File: src/rtl/pwm_ramp_ctrl_if.sv
// Command/config/output bundle between the host sequencer side and pwm_ramp_ctrl.
// Latency: n/a (signal bundle only).
// Backpressure: none; commands are single-cycle pulses, outputs are level/pulse.
// Ports: cmd_start/cmd_stop pulses, cfg_* ramp parameters (host -> ctrl);
//        period_reg, duty_sel, enables, i_DC, i_DC_valid, busy, done, err (ctrl -> core/host).
interface pwm_ramp_ctrl_if #(
  parameter int W  = 16,
  parameter int IW = 8
);
  logic          cmd_start;
  logic          cmd_stop;
  logic [W-1:0]  cfg_period;
  logic [W-1:0]  cfg_start_duty;
  logic [W-1:0]  cfg_target_duty;
  logic [W-1:0]  cfg_step;
  logic [IW-1:0] cfg_interval;

  logic [W-1:0]  period_reg;
  logic          duty_sel;
  logic          pwm_core_EN;
  logic          main_counter_EN;
  logic          o_pwm_EN;
  logic [W-1:0]  i_DC;
  logic          i_DC_valid;
  logic          busy;
  logic          done;
  logic          err;

  modport master (
    output cmd_start, cmd_stop, cfg_period, cfg_start_duty, cfg_target_duty,
           cfg_step, cfg_interval,
    input  period_reg, duty_sel, pwm_core_EN, main_counter_EN, o_pwm_EN,
           i_DC, i_DC_valid, busy, done, err
  );

  modport slave (
    input  cmd_start, cmd_stop, cfg_period, cfg_start_duty, cfg_target_duty,
           cfg_step, cfg_interval,
    output period_reg, duty_sel, pwm_core_EN, main_counter_EN, o_pwm_EN,
           i_DC, i_DC_valid, busy, done, err
  );
endinterface

File: src/rtl/pwm_ramp_ctrl.sv
// Soft-start/soft-stop sequencer stepping the pwm_core duty word at PWM period boundaries.
// Latency: commands take effect on the sampling edge; duty steps every P*I cycles.
// Backpressure: none; cmd_start is ignored during soft-stop, cmd_stop overrides cmd_start.
// Ports: clk, rst (sync, active-high); io_bus slave modport carrying commands, config
//        and the registered pwm_core drive signals (period_reg, enables, i_DC, status).
module pwm_ramp_ctrl #(
  parameter int W  = 16,
  parameter int IW = 8
) (
  input  logic           clk,
  input  logic           rst,
  pwm_ramp_ctrl_if.slave io_bus
);

  typedef enum logic [1:0] {IDLE, RAMP, HOLD, STOP} state_t;

  state_t        r_state, w_state_nxt;
  logic [W-1:0]  r_pcnt, w_pcnt_nxt;
  logic [IW-1:0] r_icnt, w_icnt_nxt;
  logic [W-1:0]  r_p, w_p_nxt;
  logic [W-1:0]  r_t, w_t_nxt;
  logic [W-1:0]  r_step, w_step_nxt;
  logic [IW-1:0] r_int, w_int_nxt;
  logic [W-1:0]  r_dc, w_dc_nxt;
  logic          r_en, w_en_nxt;
  logic          r_busy, w_busy_nxt;
  logic          r_done, w_done_nxt;
  logic          r_err, w_err_nxt;

  logic          w_start;
  logic          w_boundary;
  logic          w_fire;
  logic [W:0]    w_up_sum;
  logic [W:0]    w_dn_lim;
  logic [W-1:0]  w_dc_step;
  logic [W-1:0]  w_cfg_s;
  logic [W-1:0]  w_cfg_t;
  logic [W-1:0]  w_cfg_step;
  logic [IW-1:0] w_cfg_int;

  // Stop has priority: a simultaneous start is dropped.
  assign w_start    = io_bus.cmd_start & ~io_bus.cmd_stop;
  assign w_boundary = (r_pcnt == r_p - W'(1));
  // ">=" rather than "==" so a retarget that shrinks I with icnt already past it still fires.
  assign w_fire     = w_boundary && (r_icnt >= r_int - IW'(1));

  // One step toward r_t in W+1 bits: neither the sum nor the lower limit can wrap.
  assign w_up_sum  = {1'b0, r_dc} + {1'b0, r_step};
  assign w_dn_lim  = {1'b0, r_t} + {1'b0, r_step};
  assign w_dc_step = (r_dc < r_t)
                   ? ((w_up_sum >= {1'b0, r_t}) ? r_t : w_up_sum[W-1:0])
                   : (({1'b0, r_dc} <= w_dn_lim) ? r_t : r_dc - r_step);

  assign w_cfg_s    = (io_bus.cfg_start_duty  > io_bus.cfg_period) ? io_bus.cfg_period : io_bus.cfg_start_duty;
  assign w_cfg_t    = (io_bus.cfg_target_duty > io_bus.cfg_period) ? io_bus.cfg_period : io_bus.cfg_target_duty;
  assign w_cfg_step = (io_bus.cfg_step == '0)     ? W'(1)  : io_bus.cfg_step;
  assign w_cfg_int  = (io_bus.cfg_interval == '0) ? IW'(1) : io_bus.cfg_interval;

  always_ff @(posedge clk) begin
    if (rst) begin
      r_state <= IDLE;
      r_pcnt  <= '0;
      r_icnt  <= '0;
      r_p     <= '0;
      r_t     <= '0;
      r_step  <= '0;
      r_int   <= '0;
      r_dc    <= '0;
      r_en    <= 1'b0;
      r_busy  <= 1'b0;
      r_done  <= 1'b0;
      r_err   <= 1'b0;
    end else begin
      r_state <= w_state_nxt;
      r_pcnt  <= w_pcnt_nxt;
      r_icnt  <= w_icnt_nxt;
      r_p     <= w_p_nxt;
      r_t     <= w_t_nxt;
      r_step  <= w_step_nxt;
      r_int   <= w_int_nxt;
      r_dc    <= w_dc_nxt;
      r_en    <= w_en_nxt;
      r_busy  <= w_busy_nxt;
      r_done  <= w_done_nxt;
      r_err   <= w_err_nxt;
    end
  end

  always_comb begin
    w_state_nxt = r_state;
    w_pcnt_nxt  = r_pcnt;
    w_icnt_nxt  = r_icnt;
    w_p_nxt     = r_p;
    w_t_nxt     = r_t;
    w_step_nxt  = r_step;
    w_int_nxt   = r_int;
    w_dc_nxt    = r_dc;
    w_en_nxt    = r_en;
    w_done_nxt  = 1'b0;
    w_err_nxt   = 1'b0;

    // Counters free-run whenever the core is active; branches below may override.
    if (r_state != IDLE) begin
      w_pcnt_nxt = w_boundary ? '0 : r_pcnt + W'(1);
      if (w_boundary) begin
        w_icnt_nxt = w_fire ? '0 : r_icnt + IW'(1);
      end
    end

    case (r_state)
      IDLE: begin
        if (w_start) begin
          if (io_bus.cfg_period == '0) begin
            w_err_nxt = 1'b1;
          end else begin
            w_p_nxt    = io_bus.cfg_period;
            w_t_nxt    = w_cfg_t;
            w_step_nxt = w_cfg_step;
            w_int_nxt  = w_cfg_int;
            w_dc_nxt   = w_cfg_s;
            w_en_nxt   = 1'b1;
            w_pcnt_nxt = '0;
            w_icnt_nxt = '0;
            if (w_cfg_s == w_cfg_t) begin
              w_state_nxt = HOLD;
              w_done_nxt  = 1'b1;
            end else begin
              w_state_nxt = RAMP;
            end
          end
        end
      end
      RAMP, HOLD: begin
        if (io_bus.cmd_stop) begin
          w_t_nxt     = '0;
          w_state_nxt = STOP;
        end else if (w_start) begin
          if (io_bus.cfg_period == '0) begin
            w_err_nxt = 1'b1;
          end else begin
            w_t_nxt    = w_cfg_t;
            w_step_nxt = w_cfg_step;
            w_int_nxt  = w_cfg_int;
            if (io_bus.cfg_period != r_p) begin
              w_p_nxt    = io_bus.cfg_period;
              w_pcnt_nxt = '0;
              w_icnt_nxt = '0;
            end
            if (r_dc == w_cfg_t) begin
              w_state_nxt = HOLD;
              w_done_nxt  = 1'b1;
            end else begin
              w_state_nxt = RAMP;
            end
          end
        end else if (r_state == RAMP && w_fire) begin
          w_dc_nxt = w_dc_step;
          if (w_dc_step == r_t) begin
            w_state_nxt = HOLD;
            w_done_nxt  = 1'b1;
          end
        end
      end
      STOP: begin
        // Once at zero, hold one more full period so the core finishes cleanly.
        if (r_dc == '0) begin
          if (w_boundary) begin
            w_state_nxt = IDLE;
            w_en_nxt    = 1'b0;
            w_pcnt_nxt  = '0;
            w_icnt_nxt  = '0;
          end
        end else if (w_fire) begin
          w_dc_nxt = w_dc_step;
        end
      end
      default: w_state_nxt = IDLE;
    endcase

    w_busy_nxt = (w_state_nxt != IDLE);
  end

  assign io_bus.period_reg      = r_p;
  assign io_bus.duty_sel        = r_en;
  assign io_bus.pwm_core_EN     = r_en;
  assign io_bus.main_counter_EN = r_en;
  assign io_bus.o_pwm_EN        = r_en;
  assign io_bus.i_DC            = r_dc;
  assign io_bus.i_DC_valid      = r_en;
  assign io_bus.busy            = r_busy;
  assign io_bus.done            = r_done;
  assign io_bus.err             = r_err;

endmodule

File: src/flat_wrapper.sv
// flat-port wrapper written by rule: the top's interface ports become plain ports
module pwm_ramp_ctrl_flat 
#(
  parameter int W  = 16,
  parameter int IW = 8
)
  (clk, rst, io_bus_cmd_start, io_bus_cmd_stop, io_bus_cfg_period, io_bus_cfg_start_duty, io_bus_cfg_target_duty, io_bus_cfg_step, io_bus_cfg_interval, io_bus_period_reg, io_bus_duty_sel, io_bus_pwm_core_EN, io_bus_main_counter_EN, io_bus_o_pwm_EN, io_bus_i_DC, io_bus_i_DC_valid, io_bus_busy, io_bus_done, io_bus_err);
  pwm_ramp_ctrl_if #(.W(W), .IW(IW)) io_bus_i ();
  input  logic clk;
  input  logic rst;
  input wire logic [$bits(io_bus_i.cmd_start)-1:0] io_bus_cmd_start;
  input wire logic [$bits(io_bus_i.cmd_stop)-1:0] io_bus_cmd_stop;
  input wire logic [$bits(io_bus_i.cfg_period)-1:0] io_bus_cfg_period;
  input wire logic [$bits(io_bus_i.cfg_start_duty)-1:0] io_bus_cfg_start_duty;
  input wire logic [$bits(io_bus_i.cfg_target_duty)-1:0] io_bus_cfg_target_duty;
  input wire logic [$bits(io_bus_i.cfg_step)-1:0] io_bus_cfg_step;
  input wire logic [$bits(io_bus_i.cfg_interval)-1:0] io_bus_cfg_interval;
  output wire logic [$bits(io_bus_i.period_reg)-1:0] io_bus_period_reg;
  output wire logic [$bits(io_bus_i.duty_sel)-1:0] io_bus_duty_sel;
  output wire logic [$bits(io_bus_i.pwm_core_EN)-1:0] io_bus_pwm_core_EN;
  output wire logic [$bits(io_bus_i.main_counter_EN)-1:0] io_bus_main_counter_EN;
  output wire logic [$bits(io_bus_i.o_pwm_EN)-1:0] io_bus_o_pwm_EN;
  output wire logic [$bits(io_bus_i.i_DC)-1:0] io_bus_i_DC;
  output wire logic [$bits(io_bus_i.i_DC_valid)-1:0] io_bus_i_DC_valid;
  output wire logic [$bits(io_bus_i.busy)-1:0] io_bus_busy;
  output wire logic [$bits(io_bus_i.done)-1:0] io_bus_done;
  output wire logic [$bits(io_bus_i.err)-1:0] io_bus_err;
  assign io_bus_i.cmd_start = io_bus_cmd_start;
  assign io_bus_i.cmd_stop = io_bus_cmd_stop;
  assign io_bus_i.cfg_period = io_bus_cfg_period;
  assign io_bus_i.cfg_start_duty = io_bus_cfg_start_duty;
  assign io_bus_i.cfg_target_duty = io_bus_cfg_target_duty;
  assign io_bus_i.cfg_step = io_bus_cfg_step;
  assign io_bus_i.cfg_interval = io_bus_cfg_interval;
  assign io_bus_period_reg = io_bus_i.period_reg;
  assign io_bus_duty_sel = io_bus_i.duty_sel;
  assign io_bus_pwm_core_EN = io_bus_i.pwm_core_EN;
  assign io_bus_main_counter_EN = io_bus_i.main_counter_EN;
  assign io_bus_o_pwm_EN = io_bus_i.o_pwm_EN;
  assign io_bus_i_DC = io_bus_i.i_DC;
  assign io_bus_i_DC_valid = io_bus_i.i_DC_valid;
  assign io_bus_busy = io_bus_i.busy;
  assign io_bus_done = io_bus_i.done;
  assign io_bus_err = io_bus_i.err;
  pwm_ramp_ctrl #(.W(W), .IW(IW)) u_core (.clk(clk), .rst(rst), .io_bus(io_bus_i));
endmodule
File: config.mk
export PLATFORM = sky130hd
export DESIGN_NAME = pwm_ramp_ctrl_flat
export DESIGN_NICKNAME = d
export VERILOG_FILES = /design/src/rtl/pwm_ramp_ctrl_if.sv /design/src/rtl/pwm_ramp_ctrl.sv /design/src/flat_wrapper.sv
export SDC_FILE = /design/constraint.sdc
export NUM_CORES = 1
export LEC_CHECK = 0
export ABC_AREA = 1
export BUFFER_PORTS_ARGS = -buffer_cell sky130_fd_sc_hd__buf_2
export CAP_MARGIN = 20
export CORE_MARGIN = 2
export CORE_UTILIZATION = 67
export CTS_BUF_LIST = sky130_fd_sc_hd__clkbuf_8
export DETAILED_ROUTE_END_ITERATION = 8
export PLACE_DENSITY = 0.93
export SLEW_MARGIN = 15
export SYNTH_ARGS = -nofsm -noshare
export SYNTH_HDL_FRONTEND = slang
export SYNTH_SLANG_ARGS = --single-unit
File: constraint.sdc
create_clock -name clk -period 7.2 [get_ports clk]
set_input_delay 0.72 -clock clk [delete_from_list [all_inputs] [get_ports clk]]
set_output_delay 0.72 -clock clk [all_outputs]
set_load 0.02 [all_outputs]
==> flow_summary.yaml <==
finish:
  nets: 2150
  n_antenna_cell: 0
  multi_input_area_mm2: 0.00847
  synthToLayoutAreaGrowth_pct: 7.27
  regArea_mm2: 0.00204
  n_fill_cell: 1518
  drive_gt1_frac: 0.0853
  design_area_mm2: 0.0125
cts:
  clockBufferDepth: 2
  cts_tree: "yes"
  cts_setup_buffers: 0
  cts_root_buffer: "clkbuf_8"
  numCtsBuffers: 9
  worst_skew_pair.late_latency_ns: 0.41
  cts_resized: 0
  cts_num_sinks: 102
  ctsHtreeMaxLevel: 3
  ctsHoldBuffers: 0
  clkTransAtPathRegs_ns: 0.12
floorplan:
  fp.dieH_um: 136
  initial_core_util: 0.678
  die_x_um: 136
  die-area_mm2: 0.0185
  rows: 48
  ios: 116
  core_area_mm2: 0.0172
sta:
  post-route-period-util: 0.795
  slew_headroom: 0.352
  drv_slew: 0
  holdWs_ns: 0.507
  hold_viol_final: 0
  fin_ws_ns: 1.48
  finalCriticalPeriod_ns: 5.72
  tightest_slew_ns: 0.969
  tns_ns: 0
  finalSetupViolCount: 0
  grt_setup_unrepaired: "no"
  skew_ns: 0.0210
  fmax_mhz: 175
outcome:
  run_status: "completed"
critical_path:
  setup.worst_path.end_class: "flop"
  critical_path_class: "flop to flop"
  cp-start-kind: "flop"
  max_stage_delay_ns: 0.51
  cp.arrival_ns: 6.03
  cp_data_required_time_ns: 7.51
  crit_path_frequent_cell: "nand2_1"
  cp_slowest_cell: "dfxtp_1"
  crit_buf_inv: 0
  critPathMaxFanout: 23
  cp_top_family: "simple AND/OR/NAND/NOR gates"
synth:
  syn_nets: 2083
  yosysSeqAreaShare: 0.175
  async_flop_share: 0
  ys_dominant_reg_cell: "dfxtp_1"
  synth_cells: 1863
  yosysWarningCount: 0
  synth_edf_count: 0
  synthDistinctLibCells: 51
  synth.avg_cell_area_um2: 6.25
  ys_top_cells_by_count: "443 x nand2_1, 217 x inv_1, 187 x a21oi_1"
  syn-cell-area_mm2: 0.0116
  yosysMostFrequentCell: "nand2_1"
  yosysTopAreaCell: "dfxtp_1"
  netlist.area_leader.share: 0.175
  ys_ff_latch: 102
  synthTopCellsByArea: "dfxtp_1 18%, ha_1 15%, nand2_1 14%"
power_and_ir_drop:
  power_leakage_uw: 0.00617
  p_per_area_mw_per_mm2: 224
  irDropWorstVdd_mv: 0.145
drt:
  drc: 0
  via_per_inst: 5.99
  firstDrtPassIters: 6
  drtAntennaViolNets: 0
  wirelength_um: 37200
  wl_per_cell_um: 17.2
  vias: 12900
  drt_iter0_drc: 1318
placement:
  gp_congestion: 0.979
  hpwl_um: 29300
  place_ws_ns: 1.57
  port_buffers: 115
  placed_cell_area_mm2: 0.0122
grt:
  grt_pass1_wl_um: 58700
  overflow: 0
  grt_pass1_vias: 11700
  track_usage: 0.401
  grt_start_max_net_pins: 42
  antenna_found_initial: 0
job:
  maxCapViolations: 0
worst_hold_path:
  min_path_type: "flop to flop"
logic make-up after synthesis:
family          Yosys count  synth area share
fa+ha+maj               144             0.157
compound gates          374             0.174
flops                   102             0.175
xor+xnor                 98            0.0737
simple gates            858             0.323
buf+inv                 287            0.0976
per-layer routing:
layer / track usage / share of wire / vias up
met3: 0.0559 / 0.095 / 101
met2: 0.634 / 0.44 / 692
met1: 0.543 / 0.43 / 5786
li1: - / - / 6357
met4: 0.179 / 0.043 / 0
met5: 0 / 0 / -
power breakdown:
| part | switching (µW) | internal, µW | total, µW |
|---|---|---|---|
| sequential | 96.0 | 607 | 703 |
| combinational | 1090 | 543 | 1630 |
| clock | 253 | 208 | 462 |
| total | 1440 | 1360 | 2800 |
worst min-delay path, delay by kind of cell, from the launching register on:
family | cells | cell delay, ns
flip-flops | 1 | 0.33
buffers and inverters | 1 | 0.08
AO/OA/AOI/OAI | 1 | 0.06
final timing paths:
path | to | slack [ns] | depth (start not counted) | startpoint
worst max-delay path | u_core.io_bus.busy | 1.48 | 38 | u_core.r_t[0]
worst min-delay path | u_core.r_int[1] | 0.51 | 2 | u_core.r_int[1]
worst max register to register | u_core.io_bus.busy | 1.48 | 38 | u_core.r_t[0]
worst min register to register | u_core.r_int[1] | 0.51 | 2 | u_core.r_int[1]
placed cells by master (no fill, tap or decap), types with 29 or more instances in the layout:
cell,Yosys,final
buf_2,13,115
nand3_1,172,172
nor2_1,122,122
nand2_1,443,443
xnor2_1,31,31
nand4_1,31,31
dfxtp_1,102,102
xor2_1,67,67
a21oi_1,187,187
nor3_1,29,29
ha_1,141,141
inv_1,217,217
o21ai_0,128,128
metrics by stage:
stage | util | std cells | total power [µW]
floorplan | - | 1863 | 1900
global placement | 0.713 | 2144 | 2270
detailed placement | 0.713 | 2144 | 2290
CTS | 0.728 | 2160 | 2750
global route | 0.728 | 2160 | 3020
finish | 0.728 | 2160 | 2800
final cells by class:
| class | instances | share of cell area |
|---|---|---|
| flip-flops and latches | 102 | 0.163 |
| clock buffers | 9 | 0.00991 |
| repair buffers | 120 | 0.0491 |
| multi-input cells | 1474 | 0.678 |
| clock inverters | 7 | 0.0103 |
| well taps | 225 | 0.0225 |
| inverters | 223 | 0.0670 |
No activity file was read; power rests on OpenSTA's default activity.
